==> src/rtl/seg_pkg.sv <==
// Shared constants for the seven-segment scan driver: active-high glyphs,
// the dark segment pattern and a clog2 helper that never returns zero.
package seg_pkg;

    localparam logic [6:0] SEG_OFF = 7'h00;

    // Index 15 is the leftmost element; bit order is {g,f,e,d,c,b,a}.
    localparam logic [15:0][6:0] SEG_TABLE = {
        7'h71, 7'h79, 7'h5E, 7'h39, 7'h7C, 7'h77, 7'h6F, 7'h7F,
        7'h07, 7'h7D, 7'h6D, 7'h66, 7'h4F, 7'h5B, 7'h06, 7'h3F
    };

    function automatic int clog2_min1(input int n);
        int r;
        r = $clog2(n);
        return (r < 1) ? 1 : r;
    endfunction

endpackage

==> src/rtl/seg7_decode.sv <==
// Hex nibble to active-high seven-segment glyph, purely combinational.
module seg7_decode
    import seg_pkg::*;
(
    input  logic [3:0] nibble,
    output logic [6:0] seg
);

    assign seg = SEG_TABLE[nibble];

endmodule

==> src/rtl/seg_scan_driver.sv <==
// Time-multiplexed common-anode display scanner with dead time, blanking,
// leading-zero suppression and output polarity selection.
module seg_scan_driver
    import seg_pkg::*;
#(
    parameter int N_DIGITS       = 4,
    parameter int DIV            = 50000,
    parameter int BLANK_CYC      = 0,
    parameter int AN_ACTIVE_LOW  = 1,
    parameter int SEG_ACTIVE_LOW = 1
) (
    input  logic                  clk,
    input  logic                  reset,
    input  logic                  en,
    input  logic [4*N_DIGITS-1:0] data,
    input  logic [N_DIGITS-1:0]   dp,
    input  logic [N_DIGITS-1:0]   blank_mask,
    input  logic                  lz_suppress,
    output logic [N_DIGITS-1:0]   an,
    output logic [6:0]            seg,
    output logic                  dp_out,
    output logic                  frame_tick
);

    localparam int   CW      = clog2_min1(DIV);
    localparam int   IW      = clog2_min1(N_DIGITS);
    localparam logic AN_INV  = (AN_ACTIVE_LOW != 0);
    localparam logic SEG_INV = (SEG_ACTIVE_LOW != 0);

    logic [CW-1:0]       cnt_q, cnt_d;
    logic [IW-1:0]       idx_q, idx_d;
    logic [N_DIGITS-1:0] an_q, an_d;
    logic [6:0]          seg_q, seg_d;
    logic                dp_out_q, dp_out_d;
    logic                frame_tick_q, frame_tick_d;

    logic [N_DIGITS-1:0] lz_s;
    logic [3:0]          nib_s;
    logic                dp_sel_s, mask_sel_s, lz_sel_s, dead_s, lit_s;
    logic [6:0]          glyph_s;
    logic [N_DIGITS-1:0] an_hi_s;
    logic                run_s;

    // Prescaler and digit index advance; frame_tick marks the wrap back to digit 0.
    always_comb begin
        cnt_d        = cnt_q;
        idx_d        = idx_q;
        frame_tick_d = 1'b0;
        if (en) begin
            if (cnt_q == CW'(DIV - 1)) begin
                cnt_d = '0;
                if (idx_q == IW'(N_DIGITS - 1)) begin
                    idx_d        = '0;
                    frame_tick_d = 1'b1;
                end else begin
                    idx_d = idx_q + IW'(1);
                end
            end else begin
                cnt_d = cnt_q + CW'(1);
            end
        end else begin
            cnt_d = cnt_q;
            idx_d = idx_q;
        end
    end

    // A digit is suppressed while it and everything to its left is a plain zero.
    always_comb begin
        run_s = 1'b1;
        lz_s  = '0;
        for (int i = 0; i < N_DIGITS; i++) begin
            run_s   = run_s & (data[4*(N_DIGITS-1-i) +: 4] == 4'h0) & ~dp[N_DIGITS-1-i];
            lz_s[i] = lz_suppress & run_s & (i != N_DIGITS - 1);
        end
    end

    // Select the per-digit attributes of the digit about to be shown.
    always_comb begin
        nib_s      = 4'h0;
        dp_sel_s   = 1'b0;
        mask_sel_s = 1'b0;
        lz_sel_s   = 1'b0;
        for (int i = 0; i < N_DIGITS; i++) begin
            nib_s      = nib_s | ((idx_d == IW'(i)) ? data[4*(N_DIGITS-1-i) +: 4] : 4'h0);
            dp_sel_s   = dp_sel_s | ((idx_d == IW'(i)) & dp[N_DIGITS-1-i]);
            mask_sel_s = mask_sel_s | ((idx_d == IW'(i)) & blank_mask[N_DIGITS-1-i]);
            lz_sel_s   = lz_sel_s | ((idx_d == IW'(i)) & lz_s[i]);
        end
    end

    seg7_decode u_decode (
        .nibble (nib_s),
        .seg    (glyph_s)
    );

    generate
        if (BLANK_CYC == 0) begin : g_no_dead
            assign dead_s = 1'b0;
        end else begin : g_dead
            assign dead_s = (cnt_d < CW'(BLANK_CYC));
        end
    endgenerate

    // Active-high output image followed by the polarity XOR stage.
    always_comb begin
        lit_s   = en & ~dead_s & ~mask_sel_s & ~lz_sel_s;
        an_hi_s = '0;
        for (int i = 0; i < N_DIGITS; i++) begin
            an_hi_s[N_DIGITS-1-i] = lit_s & (idx_d == IW'(i));
        end
        an_d     = an_hi_s ^ {N_DIGITS{AN_INV}};
        seg_d    = (lit_s ? glyph_s : SEG_OFF) ^ {7{SEG_INV}};
        dp_out_d = (lit_s & dp_sel_s) ^ SEG_INV;
    end

    // State and registered outputs.
    always_ff @(posedge clk) begin
        if (reset) begin
            cnt_q        <= '0;
            idx_q        <= '0;
            an_q         <= {N_DIGITS{AN_INV}};
            seg_q        <= SEG_OFF ^ {7{SEG_INV}};
            dp_out_q     <= SEG_INV;
            frame_tick_q <= 1'b0;
        end else begin
            cnt_q        <= cnt_d;
            idx_q        <= idx_d;
            an_q         <= an_d;
            seg_q        <= seg_d;
            dp_out_q     <= dp_out_d;
            frame_tick_q <= frame_tick_d;
        end
    end

    assign an         = an_q;
    assign seg        = seg_q;
    assign dp_out     = dp_out_q;
    assign frame_tick = frame_tick_q;

endmodule
==> config.mk <==
export PLATFORM = sky130hd
export DESIGN_NAME = seg_scan_driver
export DESIGN_NICKNAME = d
export VERILOG_FILES = /design/src/rtl/seg_pkg.sv /design/src/rtl/seg7_decode.sv /design/src/rtl/seg_scan_driver.sv
export SDC_FILE = /design/constraint.sdc
export NUM_CORES = 1
export LEC_CHECK = 0
export ABC_AREA = 1
export CAP_MARGIN = 0
export CORE_MARGIN = 5
export CORE_UTILIZATION = 40
export CTS_BUF_LIST = sky130_fd_sc_hd__clkbuf_16
export CTS_CLUSTER_DIAMETER = 50
export DETAILED_ROUTE_END_ITERATION = 16
export PLACE_DENSITY = 0.72
export SLEW_MARGIN = 0
export SYNTH_ARGS = -nofsm -noshare
export SYNTH_HDL_FRONTEND = slang
export SYNTH_HIERARCHICAL = 1
export SYNTH_SLANG_ARGS = --single-unit
==> constraint.sdc <==
create_clock -name clk -period 3.9 [get_ports clk]
set_input_delay 0.78 -clock clk [delete_from_list [all_inputs] [get_ports clk]]
set_output_delay 0.78 -clock clk [all_outputs]
set_load 0.02 [all_outputs]
; Yosys cells after proc, flatten, opt, wreduce, memory -nomap -nowiden
; Memory sizes are Yosys's and may differ from the RTL's.
; Index checks and enable logic that the tools add are counted.
[totals]
reg_bits = 31
mem_bits_ro = 112
in_bits = 28
mem_count = 1
[op_classes]
n_addsub = 2
magnitude_cmp = 1
eq_ne = 5
mux = 11
bitwise_logic = 47
reduce_logical = 5
[memory_table]
columns = name, words, word_bits, read_ports, rd_clocked_by_memory_dff, write_ports, line_no
row1 = (no name shown), 16, 7, 1, 0, 0, seg7_decode.sv:9  ; assign seg = SEG_TABLE[nibble];
[op_table]
columns = op, n
row1 = $and A1 B1 Y1, 26
row2 = $add A16 B1 Y16 const B, 1
row3 = $eq A16 B16 Y1 const B, 1
row4 = $mux W16, 1
row5 = $mux W4, 4
row6 = $mux W7, 2
row7 = $logic_not A4 Y1, 3
row8 = $or A4 B4 Y4, 3
row9 = $not A1 Y1, 8
row10 = $or A1 B1 Y1, 8
row11 = $not A7 Y7, 1
row12 = $eq A2 B2 Y1 const B, 3
row13 = $mux W2, 3
row14 = $lt A4 B5 Y1 const B, 1
row15 = $not A4 Y4, 1
row16 = $reduce_or A3 Y1, 1
row17 = $add A2 B1 Y2 const B, 1
row18 = $eq A2 B1 Y1 const B, 1
row19 = $logic_not A2 Y1, 1
row20 = $mux W1, 1

; Logic depth before layout (Yosys ltp)
[depth]
word_depth = 14
mapped_depth = 21
ltp_nobuf = 21

; By module
; Netlist, hierarchy kept.
[modules_own_cells]
columns = module, n_inst, cells_per_inst, area_each_um2
row1 = seg_scan_driver, 1, 229, 1712.9
row2 = seg7_decode, 1, 52, 270.3

; Worst setup path before layout
; No wires, ideal clock.
[synth_path]
path_type = in2reg
from = input en
to = register seg_q[3] (netlist: seg[3])
setup_time_ns = 0.115
arrival_ns = 2.576
required_ns = 3.785
setup_slack_ns = 1.209
stages = 18
n_path_buf = 1
cell_sequence = inv_2 nor2_4 nand2_4 nor2_8 nand3_4 nand2_4 buf_2 nand3_1 nand4_1 inv_1 ha_1 nand2_1 o21ai_0 nand2_1 nand2_1 inv_1 nor2_1 nand2_2
[synth_between]
word_cells_on_any_way = 32
classes_between = eq/ne (3) / mux (7) / bitwise (20) / reduce/logical (1) / memory (1)
[synth_rtl]
columns = item, line_no
row1 = start: declaration, seg_scan_driver.sv:14  ; input logic en,
row2 = $mux W2 *, seg_scan_driver.sv:49  ; if (en) begin
row3 = $eq A2 B1 Y1 or $logic_not A2 Y1 (tied branches), seg_scan_driver.sv:84  ; nib_s = nib_s | ((idx_d == IW'(i)) ? data[4*(N_DIGITS-1-i) +: 4] : 4'h0);
row4 = $mux W4, seg_scan_driver.sv:84
row5 = $or A4 B4 Y4 (2 in series), seg_scan_driver.sv:84
row6 = $or A4 B4 Y4 *, seg_scan_driver.sv:84
row7 = via nib_s[1], seg_scan_driver.sv:38  ; logic [3:0] nib_s;
row8 = $mem_v2 Z16 W7 *, -
row9 = $mux W7 (not written as such) *, seg7_decode.sv:9
row10 = via glyph_s[3], seg_scan_driver.sv:40  ; logic [6:0] glyph_s;
row11 = $mux W7 *, seg_scan_driver.sv:112  ; seg_d = (lit_s ? glyph_s : SEG_OFF) ^ {7{SEG_INV}};
row12 = $not A7 Y7 (no source line) *, -
row13 = end signal: assignment, seg_scan_driver.sv:122  ; seg_q <= SEG_OFF ^ {7{SEG_INV}};
row14 = end signal: assignment, seg_scan_driver.sv:129  ; seg_q <= seg_d;
row15 = end: declaration, seg_scan_driver.sv:33  ; logic [6:0] seg_q, seg_d;
; The timed path passes the listed nets; every way through them passes the cells marked *. The select of a mux whose other input is x is not followed.
; A chain may end at the register's enable or synchronous reset.

; Worst setup path after layout
; Ends and elaborated chain as after synthesis.

==> flow_summary.yaml <==
placement:
  place_congestion: 0.905
  placed_area_um2: 2440
  hpwl_um: 3530
  dpl.cell_count: 383
  port_buffers: 40
final_layout:
  filler_cell_count: 456
  fin_util_pct: 55.3
  drive_gt1_share_pct: 14.2
  fin_area_um2: 2630
  multiInputGateArea_um2: 1170
  nNetsFinal: 360
  diodes: 0
  final_cells: 391
  syn2layout_area_growth_pct: 32.5
  layout.area.seq_um2: 621
logic_synthesis:
  synth_seq_area_share_pct: 31.3
  synth_xor_area_share_pct: 0.442
  synth_cell_types: 33
  synthAdderAreaFrac_pct: 5.68
  synthSimpleGateAreaFrac_pct: 46.8
  async_flop_share_pct: 0
  muxShareOfSynthArea_pct: 0
  synth_top_family_by_area: "simple AND/OR/NAND/NOR gates"
  synth_flop_cell: "dfxtp_1"
  synth.avg_cell_area_um2: 7.06
  postSynthCellCount: 281
  synth_area_um2: 1980
  yosysWarnings: 6
  syn_nets: 318
  ys_ff_latch: 31
  synth_edf_count: 0
  synth_compound_area_share_pct: 6.37
cts:
  clk_latency_ns: 0.27
  cts_root_buf: "clkbuf_16"
  cts_buffers: 5
  cts_buffer_depth: 2
  clock-sinks: 31
  post_cts_buffers: 0
  tritoncts: "yes"
  cts-hold-fix-buffers: 0
  cts_resized: 0
  cts.clk_slew.worst_paths_ns: 0.05
  htreeDepth: 2
floorplanning:
  initial_utilization_pct: 41.7
  fp.dieArea_um2: 6470
  core_area_um2: 4750
  die_w_um: 80.4
  die_y_um: 80.4
  io-pin-count: 41
  fp-row-count: 25
worst_setup_path:
  critical_path_required_ns: 4.06
  arrival_ns: 3.45
  cp-start-kind: "input port"
  cp_max_fo: 17
  critical_path_class: "input port to register"
  worst_setup_path_end_kind: "register"
pwr:
  p_leak_nw: 1.17
  p_int_mw: 0.734
  p_clk_share_pct: 53.8
  pwr_density_cell_nw_per_um2: 350
  switching_share_pct: 20.2
  total_power_mw: 0.919
  vdd_drop_max_mv: 0.190
  seq_power_share_pct: 35.3
  pwr-share-comb_pct: 10.8
  p_sw_mw: 0.186
worst_hold_path:
  hold_class: "register to register"
sta:
  post-route-period-util_pct: 84.3
  max_freq_ghz: 0.304
  worst_slew_pin_slew_ns: 0.602
  final_max_slew_viol_count: 0
  slew_headroom_pct: 59.8
  worst_clock_skew_ns: 0.0111
  setup_viol: 0
  rsz0062_at_grt: "false"
  finalHoldViolCount: 0
  period_minus_slack_ns: 3.29
  setup_tns_ns: 0
detailed_routing:
  num_vias: 1856
  routed_wl_um: 4420
  drc: 0
  via_per_inst: 4.75
  drt_first_pass_iters: 4
  wl_per_cell_um: 11.3
  first_iter_violations: 86
  final_antenna_net_count: 0
global_routing:
  grt_max_degree: 18
  grt_pass1_vias: 1752
  antenna_found_initial: 0
  grtUsageTotal_pct: 14.6
  overflow: 0
  grt_pass1_wl_um: 7540
run:
  maxCapViolCount: 0
outcome:
  status: "complete, no violations"
[stage by stage]
stage / worst slack [ns] / hold WS [ns]
after detailed placement: 0.335 / 0.478
after floorplan: 1.21 / 0.456
after global placement: 0.434 / 0.475
final: 0.612 / 0.489
after CTS: 0.617 / 0.491
after global routing: 0.334 / 0.519
[registers in the layout, summed over array words and instances (netlist names)]
signal / count
cnt_q: 16
seg: 7
an: 4
idx_q: 2
dp_out: 1
frame_tick: 1
[critical path, cell delays in order]
cell	delay, ns
clkdlybuf4s50_1	0.61
inv_2	0.12
nor2_4	0.11
nand2_4	0.07
nor2_8	0.14
nand2_4	0.09
nand2_4	0.07
nand2_4	0.13
nor2_4	0.19
nand2_1	0.06
nand4_1	0.17
inv_1	0.13
ha_1	0.29
nand2_1	0.06
o21ai_0	0.09
nand2_1	0.07
nand2_1	0.06
inv_1	0.03
nor2_1	0.10
nand2_2	0.06
[path summary, 6_finish.rpt]
check / startpoint / slack, ns / cells past startpoint / end
min reg2reg: cnt_q[14]$_SDFFE_PP0P_ / 0.49 / 1 / cnt_q[14]$_SDFFE_PP0P_
max reg2reg: cnt_q[0]$_SDFFE_PP0P_ / 1.20 / 20 / seg[3]$_SDFF_PP1_
min: cnt_q[14]$_SDFFE_PP0P_ / 0.49 / 1 / cnt_q[14]$_SDFFE_PP0P_
max: en / 0.61 / 20 / seg[3]$_SDFF_PP1_
[synth_stat cells, drive strengths merged, types with 3 or more instances]
library cell,count,area share (%)
nor3b,3,1.1
a21oi,10,2.5
nor3,10,2.5
inv,39,7.6
nor4,3,0.95
nor2,38,9.7
nand2,77,19
nand3,35,11
ha,9,5.7
nand4,4,1.3
buf,4,1.5
o21ai,6,1.5
dfxtp,31,31
[power by group through the flow]
stage / Clock (mW) / Sequential, mW / Combinational (mW)
floorplan: 0 / 0.335 / 0.0488
global placement: 0 / 0.331 / 0.0987
global route: 0.519 / 0.325 / 0.112
CTS: 0.504 / 0.324 / 0.100
finish: 0.495 / 0.325 / 0.0997
detailed placement: 0 / 0.331 / 0.0996
[layout make-up]
type,instances,share of cell area [%]
inverter,39,5.76
multi-input combinational,205,44.7
sequential,31,23.6
timing repair buffer,41,15.5
clock buffer,5,4.76
tap,67,3.19
clock inverter,3,2.43
[cells by family (layout without fill, tap and decap cells)]
family,after synthesis,after routing
fa+ha+maj,9,9
flops,31,31
xor+xnor,1,1
simple gates,173,173
buf+inv,45,88
compound gates,22,22
[cells in the final DEF (no fill, tap or decap)]
cell,Yosys,routed
nor3b_1,3,3
nor2_8,2,2
a221oi_1,1,1
nand3_4,2,2
nand2_2,14,14
nand3_2,4,4
clkbuf_16,0,5
nor2_2,1,1
or2_2,2,2
ha_1,9,9
inv_1,34,35
o21ai_0,6,6
a22oi_1,1,1
nand2_4,5,5
nand2_8,1,1
a211oi_1,2,2
nor4_1,3,3
nand3b_1,1,1
nand4_1,4,4
nor3_1,10,10
o21a_1,2,2
a21oi_1,10,10
nand2_1,57,57
nor2_1,33,33
buf_4,1,1
clkdlybuf4s50_1,0,40
nand3_1,29,29
nor2_4,2,2
inv_2,3,3
inv_4,2,2
xnor2_1,1,1
dfxtp_1,31,31
bufinv_16,0,2
[layer usage]
layer  GRT usage [%]  up-vias  wire, um
li1                -      985         -
met1            18.2      826      2070
met2            25.0       41      2110
met3            2.80        4       171
met4            4.56        0        63
met5               0        -         0
Power figures use the tool's default switching activity.
